[src/rtl/fitbit_display_scheduler.sv]
// Once-per-second timebase and rotating display-slot scheduler for the tracker.
// Produces sec_tick, a legacy divided slowclk, the active slot and a saturating seconds count.
module fitbit_display_scheduler #(
  parameter int unsigned DIV     = 100000000,
  parameter int unsigned SLOTS   = 4,
  parameter int unsigned DWELL_S = 2,
  parameter int unsigned SW      = 4
) (
  input  logic          otherclk,
  input  logic          rst_n,
  input  logic          enable,
  input  logic          hold,
  input  logic          advance,
  input  logic          clr_count,
  output logic          sec_tick,
  output logic          slowclk,
  output logic [SW-1:0] slot,
  output logic          slot_change,
  output logic [15:0]   sec_count
);

  localparam int unsigned PW  = (DIV > 1) ? $clog2(DIV) : 1;
  localparam int unsigned DWW = $clog2(DWELL_S + 1);

  localparam logic [PW-1:0]  PRE_LAST   = PW'(DIV - 1);
  localparam logic [PW-1:0]  PRE_HALF   = PW'(DIV / 2 - 1);
  localparam logic [SW-1:0]  SLOT_LAST  = SW'(SLOTS - 1);
  localparam logic [DWW-1:0] DWELL_LAST = DWW'(DWELL_S - 1);
  localparam logic [15:0]    CNT_MAX    = 16'hFFFF;

  typedef enum logic [1:0] {
    IDLE = 2'd0,
    RUN  = 2'd1,
    HOLD = 2'd2
  } state_t;

  state_t         state, state_n;
  logic [PW-1:0]  pre, pre_n;
  logic [DWW-1:0] dwell, dwell_n;
  logic [SW-1:0]  slot_n, slot_next;
  logic           sec_tick_n, slowclk_n, slot_change_n;
  logic [15:0]    sec_count_n;
  logic           running, step;

  // State and registered outputs
  always_ff @(posedge otherclk or negedge rst_n) begin
    if (!rst_n) begin
      state       <= IDLE;
      pre         <= '0;
      dwell       <= '0;
      sec_tick    <= 1'b0;
      slowclk     <= 1'b0;
      slot        <= '0;
      slot_change <= 1'b0;
      sec_count   <= '0;
    end else begin
      state       <= state_n;
      pre         <= pre_n;
      dwell       <= dwell_n;
      sec_tick    <= sec_tick_n;
      slowclk     <= slowclk_n;
      slot        <= slot_n;
      slot_change <= slot_change_n;
      sec_count   <= sec_count_n;
    end
  end

  // Next-state and next-output logic
  always_comb begin
    state_n       = state;
    pre_n         = pre;
    dwell_n       = dwell;
    slot_n        = slot;
    sec_tick_n    = 1'b0;
    slowclk_n     = slowclk;
    slot_change_n = 1'b0;
    sec_count_n   = sec_count;
    running       = (state == RUN) || (state == HOLD);
    step          = 1'b0;
    slot_next     = (slot == SLOT_LAST) ? '0 : slot + SW'(1);

    case (state)
      IDLE:    if (enable) state_n = RUN;
      RUN:     if (!enable) state_n = IDLE; else if (hold) state_n = HOLD;
      HOLD:    if (!enable) state_n = IDLE; else if (!hold) state_n = RUN;
      default: state_n = IDLE;
    endcase

    // The tick seen here is the registered one, so counting lags the strobe by a cycle
    if (clr_count) begin
      sec_count_n = '0;
    end else if (running && sec_tick && (sec_count != CNT_MAX)) begin
      sec_count_n = sec_count + 16'd1;
    end

    if (running && enable) begin
      pre_n      = (pre == PRE_LAST) ? '0 : pre + PW'(1);
      sec_tick_n = (pre == PRE_LAST);
      if ((pre == PRE_HALF) || (pre == PRE_LAST)) begin
        slowclk_n = ~slowclk;
      end

      // Manual advance and dwell expiry merge into a single one-slot step
      step = advance || ((state == RUN) && sec_tick && (dwell == DWELL_LAST));
      if (step) begin
        slot_n        = slot_next;
        dwell_n       = '0;
        slot_change_n = 1'b1;
      end else if ((state == RUN) && sec_tick) begin
        dwell_n = dwell + DWW'(1);
      end
    end else begin
      pre_n     = '0;
      dwell_n   = '0;
      slowclk_n = 1'b0;
      slot_n    = '0;
    end
  end

endmodule

[config.mk]
export PLATFORM = sky130hd
export DESIGN_NAME = fitbit_display_scheduler
export DESIGN_NICKNAME = d
export VERILOG_FILES = /design/src/rtl/fitbit_display_scheduler.sv
export SDC_FILE = /design/constraint.sdc
export NUM_CORES = 1
export LEC_CHECK = 0
export BUFFER_PORTS_ARGS = -buffer_cell sky130_fd_sc_hd__buf_2
export CAP_MARGIN = 25
export CORE_ASPECT_RATIO = 0.75
export CORE_MARGIN = 3
export CORE_UTILIZATION = 31
export CTS_BUF_LIST = sky130_fd_sc_hd__clkbuf_8
export DETAILED_ROUTE_END_ITERATION = 7
export GPL_TIMING_DRIVEN = 0
export PLACE_DENSITY = 0.49
export SYNTH_ARGS = -nofsm -noshare
export SYNTH_HDL_FRONTEND = slang
export SYNTH_SLANG_ARGS = --single-unit
[constraint.sdc]
create_clock -name otherclk -period 2.3 [get_ports otherclk]
set_input_delay 0.23 -clock otherclk [delete_from_list [all_inputs] [get_ports otherclk]]
set_output_delay 0.23 -clock otherclk [all_outputs]
set_load 0.05 [all_outputs]
==> impl_results.md, run 1 <==
- Placer Congestion: 0.769
- Multi-input logic area: 0.00154 mm2
- Initial Utilization: 32.4%
- Endpoint class of the critical path: register
- Cells after Synth: 303
- Clock tree root driver cell: clkbuf_8
- Die area: 0.0108 mm2
- Commonest non-fill, non-tap cell in the layout: dfrtp_1
- Lkg Pwr: 1.46 nW
- Routed WL: 6.22 mm
- Final setup vio count: 0
- Synth unique cells: 50
- Hold Crit Class: input pin to register
- Pin slew with the least headroom to its limit: 0.688 ns
- Post-Place Cells: 459
- Ys flop type: dfrtp_1
- Setup_tns: 0 ns
- First-pass GRT wire length: 11.0 mm
- Htree depth: 2
- Vias in the first global route: 2146
- Most frequent cells in the layout: dfrtp_1 (54), nor2_1 (53), nand2_1 (29), buf_2 (29), xnor2_1 (21)
- Total CTS buffers: 5
- NumNets Final: 353
- Iter 0 DRT Violations: 55
- GRT Overall Usage: 12.3%
- Max Clk Rate: 0.477 GHz
- Die width: 119 um
- Die height: 90.7 um
- Post-CTS Setup Inserts: 0
- First-pass DRT Iterations: 4
- Port bufs: 27
- Vias post-DR: 2207
- Sink Count: 54
- Worst path required time: 2.50 ns
- Final hold vios: 0
- Clock-pin slew on the worst setup and hold paths: 0.10 ns
- Slew Viols, Final: 0
- Layout filler cell count: 975
- Yosys top cell by area: dfrtp_1
- Reg2reg setup slack: 0.20 ns
- Asr flop ratio synth: 100%
- Area occupied by registers: 0.00135 mm2
- CTS tree: yes
- Syn_nets: 317
- CP max-delay cell: dfrtp_1
- Synthesis Warnings: 0
- Worst setup SP type: register
- Core ar.: 0.00916 mm2
- Max_slew headroom: 53.9%
- Critical Path Fanout Max: 10
- Layout Cells excl Fill: 468
- Post-DP HPWL: 4.66 mm
- # diodes: 0
- Avg Cell Area, Syn: 9.78 um2
- Crit path time final: 2.10 ns
- Unrepaired setup endpoints after global routing: false
- Tcrit/Tclk final: 91.1%
- Critical path class: register to register
- Crit-path max cell delay: 0.40 ns
- Synthesized area: 0.00296 mm2
- I/O pin total: 29
- Number of synthesized flops with an enable pin: 0
- Final ANT Viol Nets: 0
- Clk_lat worst skew: 0.31 ns
- Yosys top cell area share: 45.6%
- Register area share after synthesis: 45.6%
- Layout Skew: 0.0124 ns
- FF+latch count, synth: 54
- # rows: 30
- P&R area growth vs syn: 14.9%
- Status: completed
- DRC Markers: 0
- Top cells by area, synth: dfrtp_1 (46%), nor2_1 (6.7%), xnor2_1 (6.2%), xor2_1 (4.7%), nand2_1 (3.7%)
- PwrDens: 592 mW/mm2
- Worst ir drop on vdd: 0.194 mV
- Largest net degree at the start of global routing: 36
- Total global routing overflow: 0
- Cells along the critical path: ha_1, and4_1, nand2b_1, nor4_4, or2_1, buf_4, buf_6, nor2_1
- Crit path DAT: 2.29 ns
- Fraction of layout cells with a size suffix above 1: 17.4%
- Max-cap viol count: 0
- Initial antenna violation count: 0
- Clk buf depth: 2
- Vias/cell: 4.72
- Wire per inst: 13.3 um
==> cell type report <==
type	instances	area share, %
Clock buffer	5	2.02
Buffer	9	1.62
Tap cell	128	4.70
Sequential cell	54	39.7
Multi-Input combinational cell	232	45.1
Clock inverter	3	1.10
Timing Repair Buffer	29	4.85
Inverter	8	0.882
==> timing repair <==
action                                  in CTS  in global routing
endpoints found under the setup margin       0                 20
endpoints found under the hold margin       19                  0
hold buffers                                 1                  0
resized for setup                            0                  1
==> power breakdown <==
| part | internal (mW) | total [mW] | leakage (nW) | switching [mW] |
|---|---|---|---|---|
| registers | 0.981 | 1.02 | 0.751 | 0.0367 |
| logic | 0.124 | 0.363 | 0.652 | 0.239 |
| clock network | 0.318 | 0.634 | 0.0607 | 0.316 |
| total | 1.42 | 2.02 | 1.46 | 0.592 |
==> path summary, 6_finish.rpt <==
path | startpoint | to | cells after the start
worst min register to register | pre[0] | pre[0] | 1
worst max register to register | pre[0] | pre[22] | 8
max in group asynchronous | rst_n | sec_count[3] | 3
worst max-delay path | pre[0] | pre[22] | 8
worst min-delay path | enable | state[0] | 2
min in group asynchronous | rst_n | slot_change | 2
==> synth_stat cells (2+ instances only) <==
cell       n
a211oi_1   3
a21oi_1    9
a311oi_1   2
and3_1     7
and4_1     5
buf_2      2
buf_6      2
clkbuf_1   3
dfrtp_1   54
ha_1       8
inv_1      8
mux2i_1    3
nand2_1   29
nand3_1   14
nand3_2    2
nand4_1    9
nand4_4    2
nor2_1    53
nor2b_1    3
nor3_1     7
nor4_1     3
nor4_2     2
nor4_4     2
o21ai_0    7
o31ai_1    2
or4_4      3
xnor2_1   21
xor2_1    16
==> through the flow <==
step / instance area, um2 / util [%] / worst slack [ns] / total power, mW / hold slack [ns]
final: 3400 / 37.2 / 0.204 / 2.02 / 0.189
after global routing: 3400 / 37.2 / 0.00313 / 2.15 / 0.199
after CTS: 3400 / 37.1 / 0.114 / 2.06 / 0.179
after detailed placement: 3280 / 35.8 / 0.135 / 1.41 / 0.231
after global placement: 3260 / 35.6 / 0.157 / 1.41 / 0.482
after floorplan: 2960 / - / 0.345 / 1.30 / -0.0656
==> kinds of logic after synthesis <==
group	count (synthesis)	synth area share, %
AOI/OAI and AO/OA	29	6.50
xor gates and xnor gates	37	10.9
adders and majority gates	8	3.38
buffers and inverters	17	2.87
DFF	54	45.6
muxes	4	1.39
and+or+nand+nor	154	29.3
==> critical path: cells and delay by family (launching register included) <==
kind | cells | cell delay (ns)
buffers and inverters | 2 | 0.31
flip-flops | 1 | 0.40
adder cells (fa/ha/maj) | 1 | 0.23
AND/OR/NAND/NOR | 5 | 1.04
==> layer usage <==
layer	global-route usage (%)	up-vias	wire length (um)
met5	0	-	0
met4	2.89	0	61
met3	3.07	7	195
met2	15.1	29	2270
met1	20.5	1040	3690
li1	-	1131	-
==> sequential cells by signal, indices dropped and copies added (netlist names) <==
| name | count |
|---|---|
| dwell | 2 |
| pre | 27 |
| slot_change | 1 |
| state | 2 |
| slowclk | 1 |
| sec_count | 16 |
| slot | 4 |
| sec_tick | 1 |
No activity file was read; power rests on OpenSTA's default activity.
==> run 2, diff against run 1 <==
CORE_UTILIZATION = 55   (was 31)
PLACE_DENSITY = 0.77   (was 0.49)
==> run 2 against run 1 <==
- non-clock buffer count unchanged
- largest cell class unchanged
- critical endpoint is now pre[19]
- highest routed layer unchanged
- combinational power about the same
- final area decreased by 2.2%
- worst hold slack improved by 0.00068 ns
==> impl_results.md, run 2 (synthesized netlist as in run 1, its figures left out) <==
- Status: completed
- Clock tree root driver cell: clkbuf_8
- Max Clk Rate: 0.476 GHz
- Slew Viols, Final: 0
- Layout Skew: 0.00827 ns
- Worst setup SP type: register
- Sink Count: 54
- Crit path time final: 2.10 ns
- Worst path required time: 2.50 ns
- Max reg flops: 27
- Final hold vios: 0
- Vias post-DR: 2258
- Largest Register: pre
- Endpoint class of the critical path: register
- Wire per inst: 14.3 um
- Most frequent cells in the layout: dfrtp_1 (54), nor2_1 (53), nand2_1 (29), buf_2 (29), xnor2_1 (21)
- Met1 WL: 3.09 mm
- Vias/cell: 5.48
- Hold Crit Class: input pin to register
- Crit path from: pre[0]
- Layout filler cell count: 415
- Initial Utilization: 58.8%
- Total global routing overflow: 0
- Total CTS buffers: 5
- GRT Overall Usage: 20.4%
- Post-CTS Setup Inserts: 0
- Lkg Pwr: 1.44 nW
- Routed WL: 5.89 mm
- Setup_tns: 0 ns
- Clk_lat worst skew: 0.31 ns
- Max_slew headroom: 54.1%
- Fraction of layout cells with a size suffix above 1: 17.6%
- Met2 Wirelength: 2.41 mm
- PwrDens: 607 mW/mm2
- Iter 0 DRT Violations: 132
- Htree depth: 2
- Die height: 69.6 um
- Die width: 90.8 um
- Unrepaired setup endpoints after global routing: false
- Pin slew with the least headroom to its limit: 0.685 ns
- Die area: 0.00632 mm2
- Worst R2R Start: pre[0]
- Clock-pin slew on the worst setup and hold paths: 0.09 ns
- Hold path startpoint: enable
- Met3 routed WL: 313 um
- Commonest non-fill, non-tap cell in the layout: dfrtp_1
- Initial antenna violation count: 0
- NumNets Final: 353
- Clk buf depth: 2
- Crit path DAT: 2.30 ns
- Critical path class: register to register
- Worst ir drop on vdd: 0.289 mV
- # rows: 22
- Final Core Density: 66.1%
- Port bufs: 27
- # diodes: 0
- Largest net degree at the start of global routing: 40
- Final ANT Viol Nets: 0
- Core ar.: 0.00504 mm2
- Max-cap viol count: 0
- Critical Path Fanout Max: 10
- Post-DP HPWL: 4.35 mm
- P&R area growth vs syn: 12.3%
- Placer Congestion: 0.796
- First-pass GRT wire length: 10.4 mm
- First-pass DRT Iterations: 4
- CTS tree: yes
- I/O pin total: 29
- Tcrit/Tclk final: 91.4%
- Final setup vio count: 0
- Vias in the first global route: 2136
- Top routing layer used: met4
- DRC Markers: 0
- Largest regs: pre (27), sec_count (16), slot (4)
-- run 2: cell count changes in the layout (fill, tap and decap cells not counted), sizes merged --
cell      change
inv           -1
clkinvlp      +1
-- run 2: worst paths after layout --
check,cells past startpoint,endpoint,slack [ns]
setup reg to reg,8,pre[19],0.20
min in group asynchronous,2,pre[9],0.36
hold / removal,2,state[1],0.19
hold reg to reg,1,pre[0],0.50
max in group asynchronous,3,pre[16],1.41
setup / recovery,8,pre[19],0.20
-- run 2: repair_timing --
item | 4_1_cts | 5_1_grt
gates resized for setup | 0 | 0
hold endpoints to repair | 15 | 0
hold buffers | 1 | 0
-- run 2: area by class of cell --
class	instances	area [um2]	area share, %
Buffer	9	55.1	1.65
Clock buffer	5	68.8	2.07
Clock inverter	3	41.3	1.24
Inverter	8	30.0	0.902
Multi-Input combinational cell	232	1530	45.9
Sequential cell	54	1350	40.6
Tap cell	72	90.1	2.71
Timing Repair Buffer	29	165	4.96
-- run 2: where the power goes --
group | leakage, nW | total [mW] | switching (mW) | internal [mW]
sequential | 0.751 | 1.02 | 0.0362 | 0.981
clock | 0.0556 | 0.643 | 0.322 | 0.321
combinational | 0.635 | 0.362 | 0.238 | 0.124
-- run 2: metal layers --
| layer | GRT usage (%) | up-vias |
|---|---|---|
| met4 | 5.52 | 0 |
| li1 | - | 1124 |
| met2 | 28.8 | 48 |
| met1 | 32.0 | 1078 |
| met5 | 0 | - |
| met3 | 3.90 | 8 |
-- run 2: critical path: stages, from the launching register on --
cell and delay [ns]:
dfrtp_1 0.40, ha_1 0.23, and4_1 0.28, nand2b_1 0.18
nor4_2 0.39, or2_1 0.16, buf_4 0.16, buf_6 0.15
nor2_1 0.05
-- run 2: through the flow --
stage / cells / total power [mW] / instance area (um2) / setup slack (ns) / hold WS [ns]
after detailed placement: 403 / 1.40 / 3210 / 0.206 / 0.178
after global routing: 412 / 2.12 / 3330 / 0.0242 / 0.227
after CTS: 412 / 2.04 / 3330 / 0.185 / 0.192
after floorplan: 303 / 1.30 / 2960 / 0.345 / -0.0656
after global placement: 402 / 1.39 / 3190 / 0.245 / 0.478
final: 412 / 2.02 / 3330 / 0.199 / 0.190
